File: config.mk
export PLATFORM = sky130hd
export DESIGN_NAME = hub75_receiver
export DESIGN_NICKNAME = d
export VERILOG_FILES = /design/src/rtl/hub75_pkg.sv /design/src/rtl/hub75_edge_sync.sv /design/src/rtl/hub75_receiver.sv
export SDC_FILE = /design/constraint.sdc
export NUM_CORES = 1
export LEC_CHECK = 0
export CAP_MARGIN = 5
export CORE_ASPECT_RATIO = 0.5
export CORE_MARGIN = 5
export CORE_UTILIZATION = 56
export DETAILED_ROUTE_END_ITERATION = 7
export DONT_BUFFER_PORTS = 1
export PLACE_DENSITY = 0.77
export SETUP_SLACK_MARGIN = 0.02
export SLEW_MARGIN = 20
export SYNTH_ARGS = -nofsm -noshare
export SYNTH_HDL_FRONTEND = slang
export SYNTH_SLANG_ARGS = --single-unit
File: constraint.sdc
create_clock -name clk -period 2.6 [get_ports clk]
set_input_delay 0.39 -clock clk [delete_from_list [all_inputs] [get_ports clk]]
set_output_delay 0.39 -clock clk [all_outputs]
set_load 0.02 [all_outputs]
File: src/rtl/hub75_pkg.sv
// Shared types and helpers for the HUB75 panel-side receiver.
package hub75_pkg;

    localparam int unsigned RGB_R = 0;
    localparam int unsigned RGB_G = 1;
    localparam int unsigned RGB_B = 2;

    typedef enum logic {
        IDLE = 1'b0,
        DUMP = 1'b1
    } dump_state_t;

    function automatic int unsigned addr_width(input int unsigned n);
        return (n > 1) ? $clog2(n) : 1;
    endfunction

    function automatic int unsigned col_width(input int unsigned n);
        return (n > 1) ? $clog2(n) : 1;
    endfunction

endpackage

File: src/rtl/hub75_edge_sync.sv
// Registers one interface pin and flags its rising edge against the
// previous registered value.
module hub75_edge_sync (
    input  logic clk,
    input  logic rst_n,
    input  logic d,
    output logic q,
    output logic rise
);

    logic q_prev;

    always_ff @(posedge clk or negedge rst_n) begin
        if (!rst_n) begin
            q      <= 1'b0;
            q_prev <= 1'b0;
        end else begin
            q      <= d;
            q_prev <= q;
        end
    end

    assign rise = q & ~q_prev;

endmodule

File: src/rtl/hub75_receiver.sv
// HUB75 panel model: shifts rows in on oclk, latches on lat, streams the
// latched row as (row, column, rgb) words. HUB75_RECEIVER_ONTIME_EN adds oe on-time stats.
module hub75_receiver
    import hub75_pkg::*;
#(
    parameter int unsigned segments   = 1,
    parameter int unsigned rows       = 8,
    parameter int unsigned columns    = 32,
    parameter int unsigned cyclewidth = 16,
    localparam int unsigned AW = addr_width(rows),
    localparam int unsigned CW = col_width(columns),
    localparam int unsigned DW = 3 * segments
) (
    input  logic                  clk,
    input  logic                  rst_n,
    input  logic [AW-1:0]         row,
    input  logic [DW-1:0]         rgb,
    input  logic                  oclk,
    input  logic                  lat,
    input  logic                  oe,
    output logic                  wr_valid,
    output logic [AW-1:0]         wr_row,
    output logic [CW-1:0]         wr_column,
    output logic [DW-1:0]         wr_rgb,
    output logic                  row_done,
    output logic                  err_shift,
    output logic                  err_overrun,
    output logic                  stat_valid,
    output logic [AW-1:0]         stat_row,
    output logic [cyclewidth-1:0] stat_oe_cycles
);

    localparam logic [CW:0]   N_COLS   = (CW+1)'(columns);
    localparam logic [CW-1:0] LAST_COL = CW'(columns - 1);

    logic [AW-1:0] s_row;
    logic [DW-1:0] s_rgb;
    logic          s_oe;
    logic          oclk_rise;
    logic          lat_rise;
    logic          oclk_level_unused;
    logic          lat_level_unused;
    logic          oe_rise_unused;

    always_ff @(posedge clk or negedge rst_n) begin
        if (!rst_n) begin
            s_row <= '0;
            s_rgb <= '0;
        end else begin
            s_row <= row;
            s_rgb <= rgb;
        end
    end

    hub75_edge_sync u_oclk_sync (
        .clk  (clk),
        .rst_n(rst_n),
        .d    (oclk),
        .q    (oclk_level_unused),
        .rise (oclk_rise)
    );

    hub75_edge_sync u_lat_sync (
        .clk  (clk),
        .rst_n(rst_n),
        .d    (lat),
        .q    (lat_level_unused),
        .rise (lat_rise)
    );

    hub75_edge_sync u_oe_sync (
        .clk  (clk),
        .rst_n(rst_n),
        .d    (oe),
        .q    (s_oe),
        .rise (oe_rise_unused)
    );

    logic [DW-1:0] shift_buf [columns];
    logic [DW-1:0] latch_buf [columns];
    logic [CW:0]   shift_cnt;
    logic [CW:0]   shift_total;
    logic          shift_take;
    logic [AW-1:0] lat_row;

    assign shift_take  = oclk_rise && (shift_cnt != N_COLS);
    assign shift_total = shift_cnt + (CW+1)'(shift_take);

    // A shift coinciding with a latch is forwarded straight into the latch
    // buffer so it counts toward the row being latched.
    always_ff @(posedge clk or negedge rst_n) begin
        if (!rst_n) begin
            shift_buf <= '{default: '0};
            latch_buf <= '{default: '0};
            shift_cnt <= '0;
            lat_row   <= '0;
            err_shift <= 1'b0;
        end else begin
            if (shift_take) begin
                shift_buf[shift_cnt[CW-1:0]] <= s_rgb;
            end
            if (lat_rise) begin
                for (int unsigned i = 0; i < columns; i++) begin
                    latch_buf[i] <= (shift_take && shift_cnt == (CW+1)'(i)) ? s_rgb : shift_buf[i];
                end
                lat_row   <= s_row;
                shift_cnt <= '0;
                if (shift_total != N_COLS) begin
                    err_shift <= 1'b1;
                end
            end else if (shift_take) begin
                shift_cnt <= shift_total;
            end
        end
    end

    dump_state_t   state;
    dump_state_t   state_next;
    logic [CW-1:0] col;
    logic [CW-1:0] col_next;

    always_ff @(posedge clk or negedge rst_n) begin
        if (!rst_n) begin
            state <= IDLE;
            col   <= '0;
        end else begin
            state <= state_next;
            col   <= col_next;
        end
    end

    always_comb begin
        state_next = state;
        col_next   = col;
        unique case (state)
            IDLE: begin
                if (lat_rise) begin
                    state_next = DUMP;
                    col_next   = '0;
                end
            end
            DUMP: begin
                if (lat_rise) begin
                    col_next = '0;
                end else if (col == LAST_COL) begin
                    state_next = IDLE;
                    col_next   = '0;
                end else begin
                    col_next = col + 1'b1;
                end
            end
            default: begin
                state_next = IDLE;
                col_next   = '0;
            end
        endcase
    end

    always_comb begin
        wr_valid  = 1'b0;
        wr_row    = '0;
        wr_column = '0;
        wr_rgb    = '0;
        row_done  = 1'b0;
        if (state == DUMP) begin
            wr_valid  = 1'b1;
            wr_row    = lat_row;
            wr_column = col;
            wr_rgb    = latch_buf[col];
            // An abandoned dump never reports completion.
            row_done  = (col == LAST_COL) && !lat_rise;
        end
    end

    always_ff @(posedge clk or negedge rst_n) begin
        if (!rst_n) begin
            err_overrun <= 1'b0;
        end else if (lat_rise && state == DUMP) begin
            err_overrun <= 1'b1;
        end
    end

`ifdef HUB75_RECEIVER_ONTIME_EN
    localparam logic [cyclewidth-1:0] OE_MAX = '1;

    logic [cyclewidth-1:0] oe_cnt;

    // The cycle carrying the latch edge belongs to the new latch period.
    always_ff @(posedge clk or negedge rst_n) begin
        if (!rst_n) begin
            oe_cnt         <= '0;
            stat_valid     <= 1'b0;
            stat_row       <= '0;
            stat_oe_cycles <= '0;
        end else begin
            stat_valid <= lat_rise;
            if (lat_rise) begin
                stat_row       <= lat_row;
                stat_oe_cycles <= oe_cnt;
                oe_cnt         <= cyclewidth'(s_oe);
            end else if (s_oe && oe_cnt != OE_MAX) begin
                oe_cnt <= oe_cnt + 1'b1;
            end
        end
    end
`else
    logic oe_level_unused;

    assign oe_level_unused = s_oe;
    assign stat_valid      = 1'b0;
    assign stat_row        = '0;
    assign stat_oe_cycles  = '0;
`endif

endmodule

==> results by group <==
Clock network
  • Clk sink count: 219
  • # hold bufs at CTS: 8
  • CTS clk-pin slew, worst paths: 0.07 ns
  • Clock Latency Late Sink: 0.50 ns
  • Root buffer cell: clkbuf_16
  • CTS max path bufs: 3
  • H-Tree Depth: 1
  • CTS tree: built
  • TritonCTS buffer count: 20

Synthesis
  • Biggest area consumer among synthesized cells: dfrtp_1
  • Cell variety after synth: 48
  • Synth area leaders: dfrtp_1 (52%), mux2_2 (10%), mux2i_1 (10%)
  • Most used DFF post-synth: dfrtp_1
  • Post-synth ARST share: 100%
  • Synth Instances: 916
  • Synth Cell Area: 0.0106 mm^2
  • Top cell type's share of synthesized area: 51.6%
  • Syn avg cell area: 11.6 um^2
  • EDFF count, synth: 0
  • Seq cells post-synth: 219
  • Yosys warning total: 0
  • Sequential element share of the synthesized area: 51.6%

STA
  • Actual slew at the worst max-slew pin: 1.07 ns
  • Worst hold slack: -0.409 ns
  • Fin. Hold Viols: 219
  • RSZ-0062 raised after global routing: true
  • Worst Clk Skew: 0.0187 ns
  • Post-layout min period: 2.61 ns
  • Crit share post-route: 100%
  • Final Setup Violations: 1
  • Max Clk Rate: 0.383 GHz
  • Setup ws final: -0.0109 ns
  • Slew headroom: 28.8%
  • Slew Limit Fails: 0

Floorplan
  • I/O Pins: 46
  • Core area: 0.0185 mm^2
  • Rows: 35
  • Chip width: 205 um
  • Initial core utilization: 57.4%
  • Die area: 0.0220 mm^2
  • Die height: 107 um

Detailed routing
  • Remaining routing DRC violations: 0
  • DR iter-0 viols: 696
  • Via-to-Cell Ratio: 5.85
  • Antenna-violating nets left: 0
  • WL per Instance: 19.3 um
  • Routed wire length: 22600 um
  • Via count: 6862
  • DR pass1 iterations: 5

Place
  • Place WS: 0.289 ns
  • DP HPWL: 14500 um
  • Input/output buffers: 0
  • Placed Area: 0.0108 mm^2
  • Final GP Congestion: 0.823

Setup path
  • WP data arrival: 2.22 ns
  • CP Capture Type: primary output
  • Startpoint types: flip-flop
  • Worst Path Max Fanout: 7
  • Worst r2r path cells: 7
  • Worst setup path category: reg2out
  • Worst EP required: 2.21 ns

GRT
  • GR Util All Layers: 21.1%
  • Antenna violations before repair: 0
  • GRT overflow: 0
  • Vias in the first global route: 6955
  • Largest net degree at the start of global routing: 220
  • First-pass GRT wire length: 37200 um

Hold path
  • Worst hold path type: in2async

Status
  • Failing checks: hold timing, setup timing
  • Status: finished with violations

Final layout
  • Finished Cell Area: 0.0117 mm^2
  • Final net count: 914
  • Layout cell share with drive strength beyond 1: 22.7%
  • # diodes: 0
  • Area grow syn2layout: 9.77%
  • Filler cells: 1359

Power and ir drop
  • Peak supply drop: 0.000447 V
  • Cell Pwr Density: 672 mW/mm^2
  • Pleak: 5.68 nW

Run
  • Maximum Capacitance Violations: 0
[power breakdown]
| group | switching (mW) | internal (mW) |
|---|---|---|
| Combinational | 0.570 | 0.501 |
| Clock | 1.30 | 1.76 |
| Sequential | 0.179 | 3.53 |
| Total | 2.05 | 5.79 |
[per-stage QoR]
stage / total power [mW] / instances / TNS (ns) / util (%)
floorplan: 4.45 / 935 / 0 / -
global placement: 4.65 / 1124 / 0 / 58.2
detailed placement: 4.69 / 1124 / 0 / 58.2
CTS: 7.87 / 1171 / -0.000554 / 62.8
global route: 8.14 / 1172 / -0.261 / 63.0
finish: 7.84 / 1172 / -0.0109 / 63.0
[metal layers]
| layer | global-route usage (%) | up-vias | routed length (um) |
|---|---|---|---|
| li1 | - | 3152 | - |
| met1 | 30.5 | 3499 | 10200 |
| met2 | 33.4 | 170 | 10500 |
| met3 | 3.94 | 41 | 1330 |
| met4 | 5.54 | 0 | 540 |
| met5 | 0 | - | 0 |
[cells in the mapped netlist, types with 9 or more instances]
cell type / number
buf_2: 14
dfrtp_1: 219
nor2_1: 24
and3_1: 9
clkbuf_1: 52
nand3_1: 35
mux2_2: 99
mux4_2: 21
o21ai_0: 98
and2_1: 9
nand2_1: 126
buf_4: 24
mux2i_1: 111
[kinds of logic (layout without fill, tap and decap cells)]
family / count (synthesis) / in the layout / share of synthesized area (%)
compound gates: 115 / 115 / 5.69
mux: 231 / 231 / 25.4
flops: 219 / 219 / 51.6
fa+ha+maj: 4 / 4 / 0.471
xor+xnor: 5 / 5 / 0.412
simple gates: 246 / 246 / 11.9
buf+inv: 95 / 73 / 4.51
other cells: 1 / 20 / 0.0353
[cells in the final DEF (no fill, tap or decap), drive strengths merged, types with 2 or more instances in the layout]
master and instances:
and3 9, o22ai 3, xnor2 2, nor2 24
nand2 126, conb 20, and3b 2, a21oi 4
nand2b 7, mux4 21, nor3b 7, nand3b 3
nand4 2, o21ai 99, inv 2, ha 4
and2 10, o221ai 3, clkbuf 30, mux2i 111
mux2 99, a31oi 2, nand3 35, nor2b 6
clkinvlp 2, nor3 6, clkinv 4, dlygate4sd3 8
dfrtp 219, and4 3, buf 25, xor2 3
nor4 3
[critical path, stage by stage, from the launching register on]
cell	delay, ns
dfrtp_2	0.44
buf_8	0.16
mux4_2	0.52
mux2i_2	0.24
nand3_1	0.11
and4_4	0.23
[registers in the layout, indices dropped and copies added (netlist names)]
register            count
col                     5
err_overrun             1
err_shift               1
lat_row                 3
latch_buf              96
s_rgb                   3
s_row                   3
shift_buf              96
shift_cnt               6
state                   1
u_lat_sync.q            1
u_lat_sync.q_prev       1
u_oclk_sync.q           1
u_oclk_sync.q_prev      1
[area by class of cell]
| cell class | instances | area [um^2] | share of cell area [%] |
|---|---|---|---|
| sequential | 219 | 5490 | 47.0 |
| multi-input combinational | 621 | 4770 | 40.9 |
| clock buffer | 29 | 616 | 5.28 |
| timing repair buffer | 35 | 383 | 3.28 |
| tap | 259 | 324 | 2.78 |
| clock inverter | 7 | 80.1 | 0.686 |
| inverter | 2 | 7.51 | 0.0644 |
[path summary, 6_finish.rpt]
check / from / to / slack, ns
setup / recovery: col[0]$_DFFE_PN0P_ / wr_rgb[0] / -0.01
hold / removal: rst_n / shift_buf[4]$_DFFE_PN0P_ / -0.41
setup reg to reg: u_oclk_sync.q_prev$_DFF_PN0_ / err_shift$_DFFE_PN0P_ / 0.27
hold reg to reg: s_row[2]$_DFF_PN0_ / lat_row[2]$_DFFE_PN0P_ / 0.44
max in group asynchronous: rst_n / col[2]$_DFFE_PN0P_ / 2.66
min in group clk: rgb[2] / s_rgb[2]$_DFF_PN0_ / 0.44
[repair_timing]
action                                 4_1_cts  5_1_grt
cloned                                       1        1
endpoints found under the hold margin      227      219
setup endpoints to repair                    4        3
gates resized for setup                     14        3
pin swaps                                    1        1
buffers inserted                             2        0
Note: power is estimated with default switching activity, not from simulation.
